`config.mk`:
```
export PLATFORM = sky130hd
export DESIGN_NAME = qoa_spi_frame_rx
export DESIGN_NICKNAME = d
export VERILOG_FILES = /design/src/rtl/qoa_spi_frame_rx.sv
export SDC_FILE = /design/constraint.sdc
export NUM_CORES = 1
export LEC_CHECK = 0
export BUFFER_PORTS_ARGS = -buffer_cell sky130_fd_sc_hd__clkbuf_2
export CORE_MARGIN = 5
export CORE_UTILIZATION = 50
export CTS_CLUSTER_DIAMETER = 30
export DETAILED_ROUTE_END_ITERATION = 12
export HOLD_SLACK_MARGIN = 0.02
export PLACE_DENSITY = 0.69
export SYNTH_ARGS = -nofsm -noshare
export SYNTH_HDL_FRONTEND = slang
export SYNTH_SLANG_ARGS = --single-unit
```
`constraint.sdc`:
```
create_clock -name sclk -period 2.67 [get_ports sclk]
set_input_delay 0.267 -clock sclk [delete_from_list [all_inputs] [get_ports sclk]]
set_output_delay 0.267 -clock sclk [all_outputs]
set_load 0.01 [all_outputs]
```
`src/rtl/qoa_spi_frame_rx.sv`:
```
// -----------------------------------------------------------------------------
// qoa_spi_frame_rx
//   SPI-slave frame receiver, clocked only by the SPI clock. Bits are shifted
//   in MSB first while cs_n is low. The first byte of a frame is a command.
//   Several commands may be chained in one frame, because a WRITE returns to
//   command decoding once its payload is consumed. Payload bytes and events
//   leave the sclk domain as toggles, which a consumer in the system-clock
//   domain synchronises. data_byte is held for at least 8 sclk cycles, so it
//   is stable by the time the synchronised toggle is seen.
//
//   Command byte: opcode = byte[7:6], len = byte[LEN_W-1:0]
//     00 NOP        nothing happens
//     01 WRITE      the next len+1 bytes are payload
//     10 READ       rd_tgl flips; the rest of the frame is ignored
//     11 DEC_RESET  drst_tgl flips
//
// Ports
//   sclk       in   SPI clock, the only clock (rising edge)
//   rst_n      in   synchronous active-low reset; beats cs_n and byte completion
//   cs_n       in   chip select, active low; high clears the frame
//   mosi       in   serial data, MSB first
//   data_byte  out  last completed WRITE payload byte
//   data_tgl   out  flips once per payload byte
//   rd_tgl     out  flips once per READ command
//   drst_tgl   out  flips once per DEC_RESET command
//   frame_err  out  sticky malformed-frame flag; only reset clears it
//   err_count  out  malformed-frame count, saturates at 255
//   busy       out  inside a command, or partway through a byte
// -----------------------------------------------------------------------------
module qoa_spi_frame_rx #(
  parameter int LEN_W = 6
) (
  input  logic       sclk,
  input  logic       rst_n,
  input  logic       cs_n,
  input  logic       mosi,
  output logic [7:0] data_byte,
  output logic       data_tgl,
  output logic       rd_tgl,
  output logic       drst_tgl,
  output logic       frame_err,
  output logic [7:0] err_count,
  output logic       busy
);

  typedef enum logic [1:0] {
    ST_CMD,
    ST_PAYLOAD,
    ST_DISCARD
  } state_t;

  localparam logic [1:0]   OP_NOP       = 2'b00;
  localparam logic [1:0]   OP_WRITE     = 2'b01;
  localparam logic [1:0]   OP_READ      = 2'b10;
  localparam logic [1:0]   OP_DEC_RESET = 2'b11;
  localparam logic [LEN_W:0] REM_ONE    = (LEN_W+1)'(1);

  state_t           r_state;
  logic [7:0]       r_shift;
  logic [2:0]       r_bit_cnt;
  logic [LEN_W:0]   r_remaining;
  logic [7:0]       r_data_byte;
  logic             r_data_tgl;
  logic             r_rd_tgl;
  logic             r_drst_tgl;
  logic             r_frame_err;
  logic [7:0]       r_err_count;

  // The byte being completed on this edge includes the bit now on mosi.
  logic [7:0]       w_byte;
  logic             w_byte_done;
  logic [1:0]       w_opcode;
  logic [LEN_W-1:0] w_len;
  logic             w_malformed;

  assign w_byte      = {r_shift[6:0], mosi};
  assign w_byte_done = (r_bit_cnt == 3'd7);
  assign w_opcode    = w_byte[7:6];
  assign w_len       = w_byte[LEN_W-1:0];
  // When cs_n rises, a frame is bad if it ends inside a payload or partway
  // through a byte. The same edge clears both conditions, so extra idle edges
  // cannot count the frame again.
  assign w_malformed = (r_state == ST_PAYLOAD) || (r_bit_cnt != 3'd0);

  // NOTE: the reset is synchronous. It is tested inside the clocked block
  // because no edge other than sclk may start it. All state uses non-blocking
  // assignments, so each edge sees only the values from the previous edge.
  always_ff @(posedge sclk) begin
    if (!rst_n) begin
      r_state     <= ST_CMD;
      r_shift     <= 8'h00;
      r_bit_cnt   <= 3'd0;
      r_remaining <= '0;
      r_data_byte <= 8'h00;
      r_data_tgl  <= 1'b0;
      r_rd_tgl    <= 1'b0;
      r_drst_tgl  <= 1'b0;
      r_frame_err <= 1'b0;
      r_err_count <= 8'd0;
    end else if (cs_n) begin
      if (w_malformed) begin
        r_frame_err <= 1'b1;
        if (r_err_count != 8'hFF) r_err_count <= r_err_count + 8'd1;
      end
      r_state   <= ST_CMD;
      r_shift   <= 8'h00;
      r_bit_cnt <= 3'd0;
    end else begin
      r_shift   <= w_byte;
      r_bit_cnt <= r_bit_cnt + 3'd1;
      if (w_byte_done) begin
        unique case (r_state)
          ST_CMD: begin
            unique case (w_opcode)
              OP_NOP: ;
              OP_WRITE: begin
                r_remaining <= {1'b0, w_len} + REM_ONE;
                r_state     <= ST_PAYLOAD;
              end
              OP_READ: begin
                r_rd_tgl <= ~r_rd_tgl;
                r_state  <= ST_DISCARD;
              end
              OP_DEC_RESET: r_drst_tgl <= ~r_drst_tgl;
            endcase
          end
          ST_PAYLOAD: begin
            r_data_byte <= w_byte;
            r_data_tgl  <= ~r_data_tgl;
            r_remaining <= r_remaining - REM_ONE;
            if (r_remaining == REM_ONE) r_state <= ST_CMD;
          end
          ST_DISCARD: ;
          default: r_state <= ST_CMD;
        endcase
      end
    end
  end

  assign data_byte = r_data_byte;
  assign data_tgl  = r_data_tgl;
  assign rd_tgl    = r_rd_tgl;
  assign drst_tgl  = r_drst_tgl;
  assign frame_err = r_frame_err;
  assign err_count = r_err_count;
  assign busy      = (r_state != ST_CMD) || (r_bit_cnt != 3'd0);

endmodule

```
==> results of run 1 <==
[layout by cell type, fill, tap and decap left out, types with 2 or more instances in the layout]
| master | synthesis | routed |
|---|---|---|
| a31oi_1 | 4 | 4 |
| ha_1 | 7 | 7 |
| xnor2_1 | 5 | 5 |
| nand2_1 | 27 | 27 |
| clkbuf_2 | 0 | 24 |
| nand3_1 | 6 | 6 |
| clkbuf_4 | 0 | 5 |
| a211oi_1 | 3 | 3 |
| o21ai_0 | 15 | 15 |
| nand2b_1 | 5 | 5 |
| inv_1 | 8 | 8 |
| o31ai_1 | 2 | 2 |
| dfxtp_1 | 39 | 39 |
| o211ai_1 | 2 | 2 |
| bufinv_16 | 0 | 2 |
| nor3_1 | 5 | 5 |
| nor2b_1 | 3 | 3 |
| buf_4 | 1 | 2 |
| xor2_1 | 2 | 2 |
| or3_1 | 4 | 4 |
| nor2_1 | 13 | 13 |
| and2_1 | 8 | 8 |
| or4_1 | 4 | 4 |
| a21oi_1 | 23 | 23 |
[cell type report]
type | count | area (um2) | area share, %
Multi-Input combinational cell | 153 | 940 | 45.8
Sequential cell | 39 | 781 | 38.0
Timing Repair Buffer | 26 | 135 | 6.59
Clock inverter | 3 | 67.6 | 3.29
Tap cell | 46 | 57.6 | 2.80
Clock buffer | 5 | 37.5 | 1.83
Inverter | 9 | 33.8 | 1.65
[metrics by stage]
| stage | hold slack (ns) | worst slack (ns) | total power [mW] | instances |
|---|---|---|---|---|
| final | 0.203 | 0.685 | 1.13 | 281 |
| after global routing | 0.202 | 0.366 | 1.17 | 281 |
| after CTS | 0.194 | 0.708 | 1.13 | 281 |
| after detailed placement | 0.448 | 0.730 | 0.647 | 273 |
| after global placement | 0.431 | 0.878 | 0.646 | 273 |
| after floorplan | 0.389 | 0.999 | 0.630 | 207 |
[layer usage]
layer / up-vias / wire, um / track usage, %
met5: - / 0 / 0
li1: 787 / - / -
met3: 5 / 222 / 5.36
met2: 41 / 1910 / 28.8
met4: 0 / 48 / 5.32
met1: 725 / 1720 / 21.9
[cells in the mapped netlist (3+ instances only)]
cell type | count | area [um2]
dfxtp_1 | 39 | 781
nand2_1 | 27 | 101
a21oi_1 | 23 | 115
o21ai_0 | 15 | 75.1
nor2_1 | 13 | 48.8
and2_1 | 8 | 50.1
inv_1 | 8 | 30.0
ha_1 | 7 | 87.6
nand3_1 | 6 | 30.0
nand2b_1 | 5 | 31.3
nor3_1 | 5 | 25.0
xnor2_1 | 5 | 43.8
a31oi_1 | 4 | 25.0
or3_1 | 4 | 25.0
or4_1 | 4 | 30.0
a211oi_1 | 3 | 22.5
buf_2 | 3 | 15.0
nor2b_1 | 3 | 18.8
[flip-flops by register name, summed over array words and instances (netlist names)]
name,count
data_byte,8
frame_err,1
r_remaining,7
rd_tgl,1
err_count,8
r_state,2
data_tgl,1
r_shift,7
drst_tgl,1
r_bit_cnt,3
[logic make-up (layout without fill, tap and decap cells)]
kind of cell / count (synthesis) / count (layout) / synth area share, %
flip-flops: 39 / 39 / 43.8
XOR/XNOR: 7 / 7 / 3.44
AO/OA/AOI/OAI: 56 / 56 / 20.3
buffers and inverters: 15 / 43 / 3.58
AND/OR/NAND/NOR: 82 / 82 / 23.5
multiplexers: 1 / 1 / 0.561
adder cells (fa/ha/maj): 7 / 7 / 4.91
[power breakdown]
part	total [mW]	switching [mW]	internal [mW]
Clock	0.493	0.202	0.291
Combinational	0.0421	0.0276	0.0145
Sequential	0.592	0.00532	0.587
Total	1.13	0.235	0.892
[final timing paths]
kind / startpoint / endpoint / slack [ns] / depth (start not counted)
max: r_bit_cnt[0]$_SDFF_PP0_ / r_remaining[6]$_SDFFE_PN0P_ / 0.69 / 6
min: rst_n / r_remaining[0]$_SDFFE_PN0P_ / 0.20 / 2
max reg2reg: r_bit_cnt[0]$_SDFF_PP0_ / r_remaining[6]$_SDFFE_PN0P_ / 0.69 / 6
min reg2reg: frame_err$_SDFFE_PN0P_ / frame_err$_SDFFE_PN0P_ / 0.46 / 2
==> qor.yml, run 1 <==
outcome:
  status: "complete, no violations"
route:
  postRouteAntennaNets: 0
  route.vias.total: 1558
  totalWireLength_um: 3900
  avgRoutedWirePerCell_um: 13.9
  route.detailed.drc: 0
  drt_pass1_iterations: 4
  vias_per_cell: 5.54
  drt_first_iter_violations: 129
cts:
  clk_pin_slew_ns: 0.12
  cts_buffers: 5
  root_buffer: "clkbuf_4"
  cts_setup_buffers: 0
  cts_hold_buf: 0
  clock_sinks: 39
  cts-resized-gates: 0
  tritoncts: "built"
  cts.path.max_buffers: 2
  htreeDepth: 2
  clock_latency_ns: 0.35
logic_synthesis:
  yosysWarnings: 0
  synthArstFlopShare_pct: 0
  synth_edf_count: 0
  synth.distinct_cells: 39
  synth_nets: 218
  synth_area_um2: 1780
  synth_flop_cell: "dfxtp_1"
  syn_avg_cell_area_um2: 8.62
  seq_area_frac_synth_pct: 43.8
  ys_ff_latch: 39
  synthCells: 207
hold_path:
  hp-class: "in -> reg"
finish:
  diodes: 0
  design_area_um2: 2050
  post-route-util_pct: 60.5
  fillCellCount: 318
  drive_above_1_share_pct: 17.0
  fin_nets: 245
  synthToLayoutAreaGrowth_pct: 15.0
floorplanning:
  die_h_um: 69.7
  rows: 21
  core-area_um2: 3390
  die_area_um2: 4860
  ioPinCount: 25
  initial_core_util_pct: 52.6
  die_w_um: 69.7
critical_path:
  worst-path-buf-inv: 0
  cp_slowest_cell: "nor3b_1"
  path_class: "reg -> reg"
  cp.required_ns: 2.92
  cp_slowest_stage_delay_ns: 0.41
  cp.arrival_ns: 2.23
  critical_path.top_delay_family: "compound AO/OA/AOI/OAI gates"
  crit_path_end_kind: "flip-flop"
  critPathLaunchType: "flip-flop"
  crit_chain: "ha_1 > ha_1 > nor3b_1 > o21ai_0 > o21ai_0 > a21oi_1"
  cp_max_fo: 7
sta:
  setup_viol: 0
  slew_viol_final: 0
  setup_tns_ns: 0
  clock.fmax_mhz: 504
  max-slew-margin-rel_pct: 61.6
  skew_ns: 0.0105
  max_slew.worst_pin.slew_ns: 0.574
  rsz0062_at_grt: "false"
  finalCriticalPeriod_ns: 1.98
  hold_violations: 0
  period_share_pct: 74.3
place:
  placed_area_um2: 1950
  hpwl_um: 2890
  portBuffers: 24
  routabilityCongestion: 0.936
power_and_ir_drop:
  peakVddDrop_mv: 0.319
  p_per_area_nw_per_um2: 549
  p_leak_nw: 0.753
grt:
  grt_pass1_vias: 1484
  grt_antenna_before_repair: 0
  grt_max_degree: 26
  overflow: 0
  grt.total_usage_pct: 17.5
  grt_pass1_wl_um: 6890
run:
  max_cap_violations: 0
No activity file was read; power rests on OpenSTA's default activity.
==> run 2: changes to the inputs <==
--- a/config.mk
+++ b/config.mk
@@ -5,13 +5,14 @@
 export SDC_FILE = /design/constraint.sdc
 export NUM_CORES = 1
 export LEC_CHECK = 0
+export ABC_AREA = 1
 export BUFFER_PORTS_ARGS = -buffer_cell sky130_fd_sc_hd__clkbuf_2
 export CORE_MARGIN = 5
 export CORE_UTILIZATION = 50
 export CTS_CLUSTER_DIAMETER = 30
 export DETAILED_ROUTE_END_ITERATION = 12
 export HOLD_SLACK_MARGIN = 0.02
-export PLACE_DENSITY = 0.69
+export PLACE_DENSITY = 0.71
 export SYNTH_ARGS = -nofsm -noshare
 export SYNTH_HDL_FRONTEND = slang
 export SYNTH_SLANG_ARGS = --single-unit
==> constraint.sdc (replaced) <==
create_clock -name sclk -period 1.7 [get_ports sclk]
set_input_delay 0.17 -clock sclk [delete_from_list [all_inputs] [get_ports sclk]]
set_output_delay 0.17 -clock sclk [all_outputs]
set_load 0.01 [all_outputs]
==> run 2 against run 1 <==
- total power rose by 50%
- sequential share of layout area fell by 2.5 points
- sequential power rose by 57%
- synthesized cell count rose by 26%
- area after synthesis rose by 7.7%
- highest routed layer unchanged
==> qor.yml, run 2 <==
floorplanning:
  ioPinCount: 25  # unchanged
  die_w_um: 72.0  # +3.2%
  die_h_um: 72.0  # +3.2%
  initial_core_util_pct: 52.1  # -0.54 points
  core-area_um2: 3690  # +8.8%
  die_area_um2: 5180  # +6.6%
  rows: 22  # +4.8%
sta:
  max-slew-margin-rel_pct: 77.6  # +16 points
  setup_tns_ns: 0  # unchanged
  max_slew.worst_pin.slew_ns: 0.336  # -0.238 ns
  slew_viol_final: 0  # unchanged
  period_share_pct: 87.4  # +13 points
  rsz0062_at_grt: "false"
  finalCriticalPeriod_ns: 1.49  # -0.499 ns
  skew_ns: 0.00512  # -0.00541 ns
  hold_violations: 0  # unchanged
  whs_ns: 0.203  # -0.0000850 ns
  setup_viol: 0  # unchanged
  clock.fmax_mhz: 673  # +34%
logic_synthesis:
  synth_top_area_share_pct: 40.6  # -3.1 points
  netlist_top_cells_count: "nand2_1, dfxtp_1, inv_1"
  ys_ff_latch: 39  # unchanged
  seq_area_frac_synth_pct: 40.6  # -3.1 points
  synthCells: 261  # +26%
  yosys.area.top_type: "dfxtp_1"
  synthArstFlopShare_pct: 0  # unchanged
  synth_edf_count: 0  # unchanged
  synth_nets: 272  # +25%
  syn_avg_cell_area_um2: 7.36  # -15%
  synth.top_cells.by_area: "dfxtp_1, nand2_1, nand3_1"
  synth.distinct_cells: 27  # -31%
  synth_area_um2: 1920  # +7.7%
  synth_most_common_cell: "nand2_1"
  yosysWarnings: 0  # unchanged
  synth_flop_cell: "dfxtp_1"
outcome:
  status: "complete, no violations"
route:
  route.vias.total: 1653  # +6.1%
  route.detailed.drc: 0  # unchanged
  vias_per_cell: 4.88  # -12%
  drt_pass1_iterations: 4  # unchanged
  postRouteAntennaNets: 0  # unchanged
  avgRoutedWirePerCell_um: 11.1  # -20%
  totalWireLength_um: 3770  # -3.2%
  drt_first_iter_violations: 110  # -15%
critical_path:
  path_class: "reg -> reg"
  cp.arrival_ns: 1.70  # -0.53 ns
  cp_slowest_stage_delay_ns: 0.36  # -0.05 ns
  cp_max_fo: 9  # +2
  startpoint: "r_bit_cnt[0]$_SDFF_PP0_"
  reg2reg_from: "r_bit_cnt[0]$_SDFF_PP0_"
  cp_slowest_cell: "dfxtp_1"
  critPathLaunchType: "flip-flop"
  cp.required_ns: 1.91  # -1.01 ns
  crit_chain: "ha_1 > ha_1 > inv_1 > nor2_4 > nand3_2 > inv_2 > nand3_1 > a21oi_1"
  crit_path_end_kind: "flip-flop"
  rr_worst_depth: 8  # +2
  cpMostUsedCell: "ha_1"
  r2r_slack_ns: 0.21  # -0.47 ns
place:
  routabilityCongestion: 0.919  # -1.8%
  portBuffers: 24  # unchanged
  hpwl_um: 2830  # -2.1%
cts:
  clk_pin_slew_ns: 0.08  # -0.04 ns
  root_buffer: "clkbuf_8"
  clock_latency_ns: 0.28  # -0.07 ns
  clock_sinks: 39  # unchanged
  cts-resized-gates: 0  # unchanged
  cts_setup_buffers: 0  # unchanged
  tritoncts: "built"
  htreeDepth: 2  # unchanged
  cts_hold_buf: 0  # unchanged
  cts.path.max_buffers: 2  # unchanged
  cts_buffers: 5  # unchanged
grt:
  grt_pass1_wl_um: 6630  # -3.7%
  grt-busiest-layer: "met2"
  globalRouteMet1Util_pct: 20.5  # -1.4 points
  use_met3_pct: 4.02  # -1.3 points
  grt.total_usage_pct: 15.9  # -1.6 points
  grt_antenna_before_repair: 0  # unchanged
  grt_pass1_vias: 1549  # +4.4%
  use_met2_pct: 26.2  # -2.6 points
  grt_max_degree: 17  # -35%
  overflow: 0  # unchanged
finish:
  post-route-util_pct: 59.6  # -0.97 points
  synthToLayoutAreaGrowth_pct: 14.3
  final_common_cell: "nand2_1"
  diodes: 0  # unchanged
  final_cell_mix: "nand2_1, dfxtp_1, inv_1"
  fin_nets: 301  # +23%
  drive_above_1_share_pct: 16.8  # -0.18 points
run:
  max_cap_violations: 0  # unchanged
power_and_ir_drop:
  p_leak_nw: 0.994  # +32%
  peakVddDrop_mv: 0.628  # +97%
  p_per_area_nw_per_um2: 770  # +40%
hold_path:
  hold_path_depth: 3  # +1
  hp-class: "in -> reg"
  worstHoldStart: "mosi"
[run 2: cell families after synthesis]
group,after synthesis,synth area share (%)
and+or+nand+nor,120,29.9
AOI/OAI and AO/OA,46,12.7
buffers and inverters,42,9.05
DFF,39,40.6
xor gates and xnor gates,7,3.19
adders and majority gates,7,4.56
[run 2: cell type report]
cell class	instances	area, um2
clock buffer	7	96.3
clock inverter	1	7.51
fill	348	1490
inverter	38	150
multi-input combinational	180	967
sequential	39	781
tap	48	60.1
timing repair buffer	26	135
[run 2: per-layer routing]
layer  vias to the layer above  wire length [um]  part of all wire [%]
met5                         -                 0                     0
met4                         0                46                   1.2
met3                         6               114                   3.0
met2                        23              1730                    46
met1                       723              1880                    50
li1                        901                 -                     -
[run 2: report_power, final]
group / internal [mW] / total [mW] / leakage [nW] / switching (mW)
sequential: 0.921 / 0.930 / 0.315 / 0.00872
combinational: 0.0291 / 0.0815 / 0.629 / 0.0524
clock: 0.369 / 0.679 / 0.0505 / 0.310
total: 1.32 / 1.69 / 0.994 / 0.372
[run 2: through the flow]
| step | total power, mW | worst slack (ns) | cells | instance area, um2 |
|---|---|---|---|---|
| 2_1_floorplan | 1.00 | 0.374 | 261 | 1920 |
| 3_3_place_gp | 1.03 | 0.281 | 331 | 2090 |
| 3_5_place_dp | 1.03 | 0.225 | 331 | 2090 |
| 4_1_cts | 1.71 | 0.211 | 339 | 2200 |
| 5_1_grt | 1.77 | 0.0411 | 339 | 2200 |
| 6_report | 1.69 | 0.214 | 339 | 2200 |
[run 2: worst max-delay path, delay by kind of cell, from the launching register on]
kind / cells / cell delay [ns]
fa+ha+maj: 2 / 0.30
compound gates: 1 / 0.12
flops: 1 / 0.36
buf+inv: 2 / 0.21
simple gates: 3 / 0.43
[run 2: final timing paths]
check                                end
max          r_remaining[3]$_SDFFE_PN0P_
min                r_shift[0]$_SDFF_PP0_
max reg2reg  r_remaining[3]$_SDFFE_PN0P_
min reg2reg      r_bit_cnt[0]$_SDFF_PP0_
